[src/rtl/mem_arbiter.sv]
`timescale 1ns/1ps
// -----------------------------------------------------------------------------
// mem_arbiter
//
// Shares one single-port synchronous memory between two masters: port 0 (the
// cpu) and port 1 (a debug/loader unit). Each cycle at most one requester is
// granted. Ownership alternates round-robin when both ports compete. A master
// may hold the bus across several grants with its lock input. The lock is
// forcibly broken after MAX_LOCK consecutive locked grants if the other port
// is waiting. Read data returns one cycle after the grant, tagged to the port
// that issued the read.
//
// Parameters
//   ADDR_WIDTH  memory address width
//   DATA_WIDTH  memory word width
//   MAX_LOCK    consecutive locked grants allowed before a forced release
//               while the other port waits (1..255)
//
// Ports
//   clk                    rising-edge clock
//   rst_n                  asynchronous active-low reset
//   i_mN_req               access request, held by the master until granted
//   i_mN_lock              keep ownership after the current grant
//   i_mN_we                1 = write, 0 = read
//   i_mN_addr, i_mN_data   access address and write data
//   o_mN_gnt               request accepted this cycle (combinational)
//   o_mN_rvalid            read data for port N is valid this cycle
//   o_mN_rdata             read data, zero whenever o_mN_rvalid is low
//   o_mem_we/addr/data     memory command, all zero on idle cycles
//   i_mem_in               memory read output, valid the cycle after a read
// -----------------------------------------------------------------------------
module mem_arbiter #(
   parameter int ADDR_WIDTH = 6,
   parameter int DATA_WIDTH = 16,
   parameter int MAX_LOCK   = 8
) (
   input  logic                  clk,
   input  logic                  rst_n,
   // port 0 (cpu)
   input  logic                  i_m0_req,
   input  logic                  i_m0_lock,
   input  logic                  i_m0_we,
   input  logic [ADDR_WIDTH-1:0] i_m0_addr,
   input  logic [DATA_WIDTH-1:0] i_m0_data,
   output logic                  o_m0_gnt,
   output logic                  o_m0_rvalid,
   output logic [DATA_WIDTH-1:0] o_m0_rdata,
   // port 1 (debug / loader)
   input  logic                  i_m1_req,
   input  logic                  i_m1_lock,
   input  logic                  i_m1_we,
   input  logic [ADDR_WIDTH-1:0] i_m1_addr,
   input  logic [DATA_WIDTH-1:0] i_m1_data,
   output logic                  o_m1_gnt,
   output logic                  o_m1_rvalid,
   output logic [DATA_WIDTH-1:0] o_m1_rdata,
   // memory side
   output logic                  o_mem_we,
   output logic [ADDR_WIDTH-1:0] o_mem_addr,
   output logic [DATA_WIDTH-1:0] o_mem_data,
   input  logic [DATA_WIDTH-1:0] i_mem_in
);

   typedef enum logic [1:0] {
      ST_IDLE  = 2'd0,
      ST_LOCK0 = 2'd1,
      ST_LOCK1 = 2'd2
   } state_e;

   localparam logic [7:0] MAX_LOCK_C = 8'(MAX_LOCK);

   // ---------------------------------------------------------------------------
   // State
   // ---------------------------------------------------------------------------
   state_e     r_state;
   logic       r_last;       // port that received the most recent grant
   logic [7:0] r_lock_cnt;   // grants given under the current lock
   logic       r_rpend;      // a read was granted last cycle
   logic       r_rsel;       // port that owns the pending read

   state_e     w_state_nxt;
   logic       w_last_nxt;
   logic [7:0] w_lock_cnt_nxt;
   logic       w_rpend_nxt;
   logic       w_rsel_nxt;

   // ---------------------------------------------------------------------------
   // Per-port views, indexable by port number
   // ---------------------------------------------------------------------------
   logic [1:0]            w_req;
   logic [1:0]            w_lock;
   logic [1:0]            w_we;
   logic [ADDR_WIDTH-1:0] w_addr [2];
   logic [DATA_WIDTH-1:0] w_data [2];

   assign w_req     = {i_m1_req,  i_m0_req};
   assign w_lock    = {i_m1_lock, i_m0_lock};
   assign w_we      = {i_m1_we,   i_m0_we};
   assign w_addr[0] = i_m0_addr;
   assign w_addr[1] = i_m1_addr;
   assign w_data[0] = i_m0_data;
   assign w_data[1] = i_m1_data;

   // ---------------------------------------------------------------------------
   // Grant decision signals (driven by the output process)
   // ---------------------------------------------------------------------------
   logic w_locked;      // bus is currently held by a lock
   logic w_owner;       // lock holder (meaningful only when w_locked)
   logic w_other;       // the port that is not the lock holder
   logic w_free;        // arbitrate round-robin this cycle
   logic w_force_rel;   // lock budget exhausted while the other port waits
   logic w_gnt_any;     // a grant is issued this cycle
   logic w_gnt_port;    // which port is granted (meaningful with w_gnt_any)

   // ---------------------------------------------------------------------------
   // Process 1: state register
   // ---------------------------------------------------------------------------
   // NOTE: sequential state uses non-blocking assignments so every register
   // samples the values computed before the edge, independent of statement
   // order.
   always_ff @(posedge clk or negedge rst_n) begin
      if (!rst_n) begin
         r_state    <= ST_IDLE;
         r_last     <= 1'b1;       // port 0 wins the first tie after reset
         r_lock_cnt <= 8'd0;
         r_rpend    <= 1'b0;       // any read in flight is discarded
         r_rsel     <= 1'b0;
      end else begin
         r_state    <= w_state_nxt;
         r_last     <= w_last_nxt;
         r_lock_cnt <= w_lock_cnt_nxt;
         r_rpend    <= w_rpend_nxt;
         r_rsel     <= w_rsel_nxt;
      end
   end

   // ---------------------------------------------------------------------------
   // Process 2: next-state logic
   // ---------------------------------------------------------------------------
   // NOTE: every signal written in a combinational block gets a default at the
   // top, so no path leaves it unassigned and no latch is inferred.
   always_comb begin
      w_state_nxt    = r_state;
      w_last_nxt     = r_last;
      w_lock_cnt_nxt = r_lock_cnt;
      w_rpend_nxt    = w_gnt_any && !w_we[w_gnt_port];
      w_rsel_nxt     = w_gnt_any ? w_gnt_port : r_rsel;

      if (w_force_rel) begin
         // Hand the bus back; last stays on the holder so the waiting port
         // wins the round-robin tie on the next cycle.
         w_state_nxt = ST_IDLE;
         w_last_nxt  = w_owner;
      end else if (w_gnt_any) begin
         w_last_nxt = w_gnt_port;
         if (w_free) begin
            // Fresh grant: a lock here starts a new locked sequence.
            if (w_lock[w_gnt_port]) begin
               w_state_nxt    = w_gnt_port ? ST_LOCK1 : ST_LOCK0;
               w_lock_cnt_nxt = 8'd1;
            end else begin
               w_state_nxt = ST_IDLE;
            end
         end else begin
            // Grant inside a locked sequence; the counter saturates.
            if (r_lock_cnt != 8'hFF) begin
               w_lock_cnt_nxt = r_lock_cnt + 8'd1;
            end
            if (!w_lock[w_owner]) begin
               w_state_nxt = ST_IDLE;
            end
         end
      end else if (w_free) begin
         // No grant and no live lock: settle in IDLE.
         w_state_nxt = ST_IDLE;
      end
   end

   // ---------------------------------------------------------------------------
   // Process 3: outputs (grant selection and memory command)
   // ---------------------------------------------------------------------------
   always_comb begin
      w_locked    = (r_state != ST_IDLE);
      w_owner     = (r_state == ST_LOCK1);
      w_other     = ~w_owner;

      // A holder that neither requests nor keeps its lock has released the
      // bus already, so this cycle is arbitrated as if IDLE and the other
      // port can be served without a dead cycle.
      w_free      = !w_locked || (!w_req[w_owner] && !w_lock[w_owner]);

      // Budget spent and the other port is waiting: the holder gets nothing
      // this cycle and the FSM drops to IDLE.
      w_force_rel = !w_free && (r_lock_cnt >= MAX_LOCK_C) && w_req[w_other];

      w_gnt_any  = 1'b0;
      w_gnt_port = 1'b0;
      if (w_free) begin
         if (w_req[0] && w_req[1]) begin
            w_gnt_any  = 1'b1;
            w_gnt_port = ~r_last;
         end else if (w_req[0]) begin
            w_gnt_any  = 1'b1;
            w_gnt_port = 1'b0;
         end else if (w_req[1]) begin
            w_gnt_any  = 1'b1;
            w_gnt_port = 1'b1;
         end
      end else if (!w_force_rel && w_req[w_owner]) begin
         w_gnt_any  = 1'b1;
         w_gnt_port = w_owner;
      end

      o_m0_gnt = w_gnt_any && !w_gnt_port;
      o_m1_gnt = w_gnt_any &&  w_gnt_port;

      o_mem_we   = 1'b0;
      o_mem_addr = '0;
      o_mem_data = '0;
      if (w_gnt_any) begin
         o_mem_we   = w_we[w_gnt_port];
         o_mem_addr = w_addr[w_gnt_port];
         o_mem_data = w_data[w_gnt_port];
      end
   end

   // ---------------------------------------------------------------------------
   // Read return path: the memory output is routed to the owner of the read
   // granted on the previous cycle and forced to zero everywhere else.
   // ---------------------------------------------------------------------------
   assign o_m0_rvalid = r_rpend && !r_rsel;
   assign o_m1_rvalid = r_rpend &&  r_rsel;
   assign o_m0_rdata  = o_m0_rvalid ? i_mem_in : '0;
   assign o_m1_rdata  = o_m1_rvalid ? i_mem_in : '0;

endmodule
[config.mk]
export PLATFORM = sky130hd
export DESIGN_NAME = mem_arbiter
export DESIGN_NICKNAME = d
export VERILOG_FILES = /design/src/rtl/mem_arbiter.sv
export SDC_FILE = /design/constraint.sdc
export NUM_CORES = 1
export LEC_CHECK = 0
export ABC_AREA = 1
export CORE_MARGIN = 4
export CORE_UTILIZATION = 31
export CTS_BUF_LIST = sky130_fd_sc_hd__clkbuf_16
export DETAILED_ROUTE_END_ITERATION = 12
export GPL_TIMING_DRIVEN = 0
export PLACE_DENSITY = 0.81
export SYNTH_ARGS = -nofsm -noshare
export SYNTH_HDL_FRONTEND = slang
export SYNTH_SLANG_ARGS = --single-unit
[constraint.sdc]
create_clock -name clk -period 2.8 [get_ports clk]
set_input_delay 0.84 -clock clk [delete_from_list [all_inputs] [get_ports clk]]
set_output_delay 0.84 -clock clk [all_outputs]
set_load 0.02 [all_outputs]
# Word level (Yosys, flattened, before mapping)
# Index checks and enable logic that the tools add are counted.
# classes
addsub	1
n_lt_le_gt_ge	5
n_eq_ne	4
n_mux	42
bitwise_logic	4
reduce_logical	25
# op_table
cell	n
2-to-1 mux 16 bit	6
2-to-1 mux 6 bit	4
2-to-1 mux 8 bit	3
2-to-1 mux 1 bit	22
2-to-1 mux 2 bit	7
logical AND 1 bit	10
adder 8 x 1 -> 8 bit, second input constant	1
greater-or-equal comparator 8 x 4 -> 1 bit, second input constant	1
zero test 1 bit	8
!= test 8 bit, second input constant	1
< comparator 1 x 2 -> 1 bit, second input constant	3
nonzero test 2 bit	3
AND reduction 4 bit	1
!= test 3 bit, second input constant	1
inverter 1 bit	3
nonzero test 3 bit	1
== test 2 bit, second input constant	1
greater-or-equal comparator 2 bit, second input constant	1
!= test 2 x 1 -> 1 bit, second input constant	1
inverter 1 -> 2 bit	1
AND reduction 2 bit	1
logical OR 1 bit	1
# totals
regBits	13
output_inout_bits	59

# Logic depth before layout (Yosys ltp)
# depth
depth_word	19
depth_mapped	12
mapped_depth_nobuf	12

# Worst setup path after synthesis
# No wires, ideal clock.
# synth_path
path_kind	input port to output port
startpoint	in i_m0_req
endpoint	out o_mem_addr[0]
t_arrival_ns	1.850
required_time_ns	1.960
setup_slack_ns	0.110
path_stages	10
n_path_buf	1
cell_sequence	nand2_1 > nand2_2 > nor2_4 > o21ai_2 > nand2_2 > inv_2 > nor2_8 > buf_4 > nand2_1 > nand2_1
# synth_between
elab_chain_len	17
# synth_rtl
element	line	source
from (decl)	40	input logic i_m0_req,
2-to-1 mux 1 bit (implied by the code) (2 in a row)	190, 209	
zero test 1 bit	190	w_free = !w_locked || (!w_req[w_owner] && !w_lock[w_owner]);
logical AND 1 bit	190	
logical OR 1 bit	190	
zero test 1 bit	194	w_force_rel = !w_free && (r_lock_cnt >= MAX_LOCK_C) && w_req[w_other];
logical AND 1 bit (2 in a row)	194	
zero test 1 bit	209	end else if (!w_force_rel && w_req[w_owner]) begin
logical AND 1 bit	209	
2-to-1 mux 1 bit	209	
2-to-1 mux 1 bit	198	if (w_free) begin
inverter 1 -> 2 bit (implied by the code)	222	o_mem_addr = w_addr[w_gnt_port];
2-to-1 mux 6 bit (implied by the code) (3 in a row)	222	
2-to-1 mux 6 bit *	220	if (w_gnt_any) begin
to (decl)	59	output logic [ADDR_WIDTH-1:0] o_mem_addr,
# Mark *: on every way between the ends. The rest lies on a longest branch, timed or not. The select of a mux whose other input is x is not followed.

# Worst setup path in the final report
# layout_path
startpoint	in i_m1_req
endpoint	out o_mem_data[11]
# layout_between
elab_chain_len	17
# layout_rtl
element	line	source
from (decl)	49	input logic i_m1_req,
2-to-1 mux 1 bit (implied by the code) (2 in a row)	190, 209	
zero test 1 bit	190	
logical AND 1 bit	190	
logical OR 1 bit	190	
zero test 1 bit	194	
logical AND 1 bit (2 in a row)	194	
zero test 1 bit	209	
logical AND 1 bit	209	
2-to-1 mux 1 bit	209	
2-to-1 mux 1 bit	198	
inverter 1 -> 2 bit (implied by the code)	223	o_mem_data = w_data[w_gnt_port];
2-to-1 mux 16 bit (implied by the code) (3 in a row)	223	
2-to-1 mux 16 bit *	220	
to (decl)	60	output logic [DATA_WIDTH-1:0] o_mem_data,
# Marked as above.

==> impl_metrics.toml <==
[run_status]
outcome = "finished with violations"
violations = "setup timing"

[power_and_ir_drop]
power_w = 0.002522
power.leakage_nw = 1.708
ir_drop_uv = 592.9
powerDensity_mw_per_mm2 = 816.8

[critical_path]
end_kind = "primary output"
crit_chain = "buf_8 -> nand3_4 -> nand2_4 -> nor2_4 -> o21ai_2 -> nand2_2 -> inv_4 -> nor2_8 -> buf_8 -> nand2_1 -> nand2_1 -> buf_6"
worstPathRequired_ns = 1.96
path_buf_inv = 4
critPathKind = "input port to primary output"
critical-path-max-stage-delay_ns = 0.16
cp-start-kind = "input port"
critPathMaxFanout = 8
slowest_stage = "nor2_8"
cp_data_arrival_time_ns = 2.00
critical_path.top_delay_family = "simple AND/OR/NAND/NOR gates"

[logic_synthesis]
synth-edff-count = 0
syn_avg_cell_area_um2 = 5.679
synth_cell_type_count = 28
ys_async_sr_fraction_pct = 100.0
ys_seq_area_share_pct = 23.66
syn_inst = 243
ys_ff_latch = 13
synth_common_cells = "nand2_1 (98), nor2_1 (46), inv_1 (29)"
syn_area_mm2 = 0.001380
netlist_top_cells_area = "nand2_1 (27%), dfrtp_1 (22%), nor2_1 (13%)"
synth_top_cell_by_area = "nand2_1"
synth.most_common_cell = "nand2_1"
synth_top_area_share_pct = 26.65
syn-num-nets = 313
synth_warnings = 0
synthFlopType = "dfrtp_1"

[global_routing]
antenna_found_initial = 0
grt_max_degree = 14
grt_pass1_wl_um = 8335
grtUsageTotal_pct = 18.91
grt_overflow = 0
grt_pass1_vias = 1922

[timing]
hold_viol_final = 0
finalSetupViolations = 19
slew_headroom_pct = 61.88
tightest_slew_ns = 0.5701
period_share_pct = 101.5
setup_slack_ns = -0.04202
max_freq_mhz = 351.9
rsz0062_at_grt = "true"
hold_ws_ns = 0.5028
skew_ns = 0.001143
min_period_ns = 2.842
maxSlewViolCount = 0

[detailed_routing]
drtIter0Drc = 28
post_drt_via_cell_ratio = 4.585
wire_per_inst_um = 13.30
via_count = 2045
drc = 0
routed_wirelength_um = 5934
dr.pass1.iters = 4
detail-route-antenna-nets = 0

[die]
die_w_um = 74.72
fp-row-count = 24
io_pins = 127
die_h_um = 74.72
start_util_pct = 31.92
core-area_mm2 = 0.004324
dieArea_mm2 = 0.005583

[placed_design]
dp_hpwl_um = 4293
gp_congestion = 0.8882
dpl_cell_area_mm2 = 0.002706
portBuffers = 126

[final_layout]
diodes = 0
nFillCells = 348
nNetsFinal = 465
fin_util_pct = 71.41
drive_above_1_share_pct = 29.70
syn2layout_area_growth_pct = 123.8
design_area_mm2 = 0.003088

[cts]
htreeDepth = 1
clkSlewWorstSetupHoldPaths_ns = 0.04
cts_hold_buf = 0
numCtsBuffers = 3
clock_sinks = 13
root_buffer = "clkbuf_16"
clock_path_buffers = 2
clk_latency_ns = 0.24
tritoncts = "built"

[job]
maxCapViolations = 0

[min_path]
min_path_type = "flop to flop"
==> layout make-up <==
type	instances	area, um2	area share (%)
buffer	7	52.55	1.702
clock inverter	1	3.754	0.1216
multi-input combinational	192	1028	33.31
tap	52	65.06	2.107
timing repair buffer	147	1416	45.87
sequential	13	327.8	10.62
clock buffer	3	75.07	2.431
inverter	31	118.9	3.849
==> final timing paths <==
| path | start | to | slack [ns] | depth (start not counted) |
|---|---|---|---|---|
| min in group asynchronous | rst_n | r_lock_cnt[2]$_DFFE_PN0P_ | 0.97 | 1 |
| worst max-delay path | i_m1_req | o_mem_data[11] | -0.04 | 12 |
| worst min register to register | r_last$_DFFE_PN1P_ | r_last$_DFFE_PN1P_ | 0.50 | 2 |
| worst max register to register | r_state[0]$_DFFE_PN0P_ | r_lock_cnt[6]$_DFFE_PN0P_ | 0.84 | 14 |
| worst min-delay path | r_last$_DFFE_PN1P_ | r_last$_DFFE_PN1P_ | 0.50 | 2 |
| max in group asynchronous | rst_n | r_state[0]$_DFFE_PN0P_ | 1.43 | 1 |
==> power breakdown <==
| group | internal, W | switching, W |
|---|---|---|
| clock network | 0.000188 | 0.0000789 |
| registers | 0.000241 | 0.0000510 |
| logic | 0.000866 | 0.00110 |
==> layout by cell type, fill, tap and decap left out, drive strengths merged <==
master           n
nand2          106
clkdlybuf4s50   65
buf             54
nor2            49
dlygate4sd2     32
inv             32
nand3           20
dfrtp           12
clkbuf           5
o21ai            4
xor2             3
a21oi            2
ha               2
nor3             2
a21boi           1
and2             1
xnor2            1
nor3b            1
clkdlybuf4s15    1
dfstp            1
==> registers in the layout, indices dropped and copies added, names as in the netlist <==
signal,cells
r_rsel,1
r_last,1
r_rpend,1
r_state,2
r_lock_cnt,8
==> what timing repair did <==
action / in CTS / in global routing
resized for setup: 231 / 25
setup buffers: 13 / 6
endpoints found under the setup margin: 57 / 27
pin swaps: 23 / 21
cloned: 2 / 0
==> stage by stage <==
step / setup WS [ns] / std cells / setup TNS, ns
2_1_floorplan: 0.1098 / 243 / 0
3_3_place_gp: -1.025 / 421 / -26.45
3_5_place_dp: -1.046 / 421 / -27.27
4_1_cts: -0.04904 / 440 / -0.6441
5_1_grt: -0.1192 / 446 / -2.064
6_report: -0.04202 / 446 / -0.4904
==> per-layer routing <==
layer,global-route usage (%),wire length (um),up-vias
li1,-,-,1028
met1,20.08,2044,923
met3,3.605,492,10
met2,36.00,3272,84
met5,0,0,-
met4,8.103,124,0
==> kinds of logic after synthesis <==
logic type                 synth area share, %
AOI/OAI and AO/OA                        2.992
xor gates and xnor gates                 2.539
adders and majority gates                1.813
buffers and inverters                    11.42
DFF                                      23.66
and+or+nand+nor                          57.57
==> worst min-delay path, stage by stage (launching register included) <==
cell and delay, ns:
dfstp_2 0.37, nand2_1 0.08, nand2_1 0.05
No activity file was read; power rests on OpenSTA's default activity.
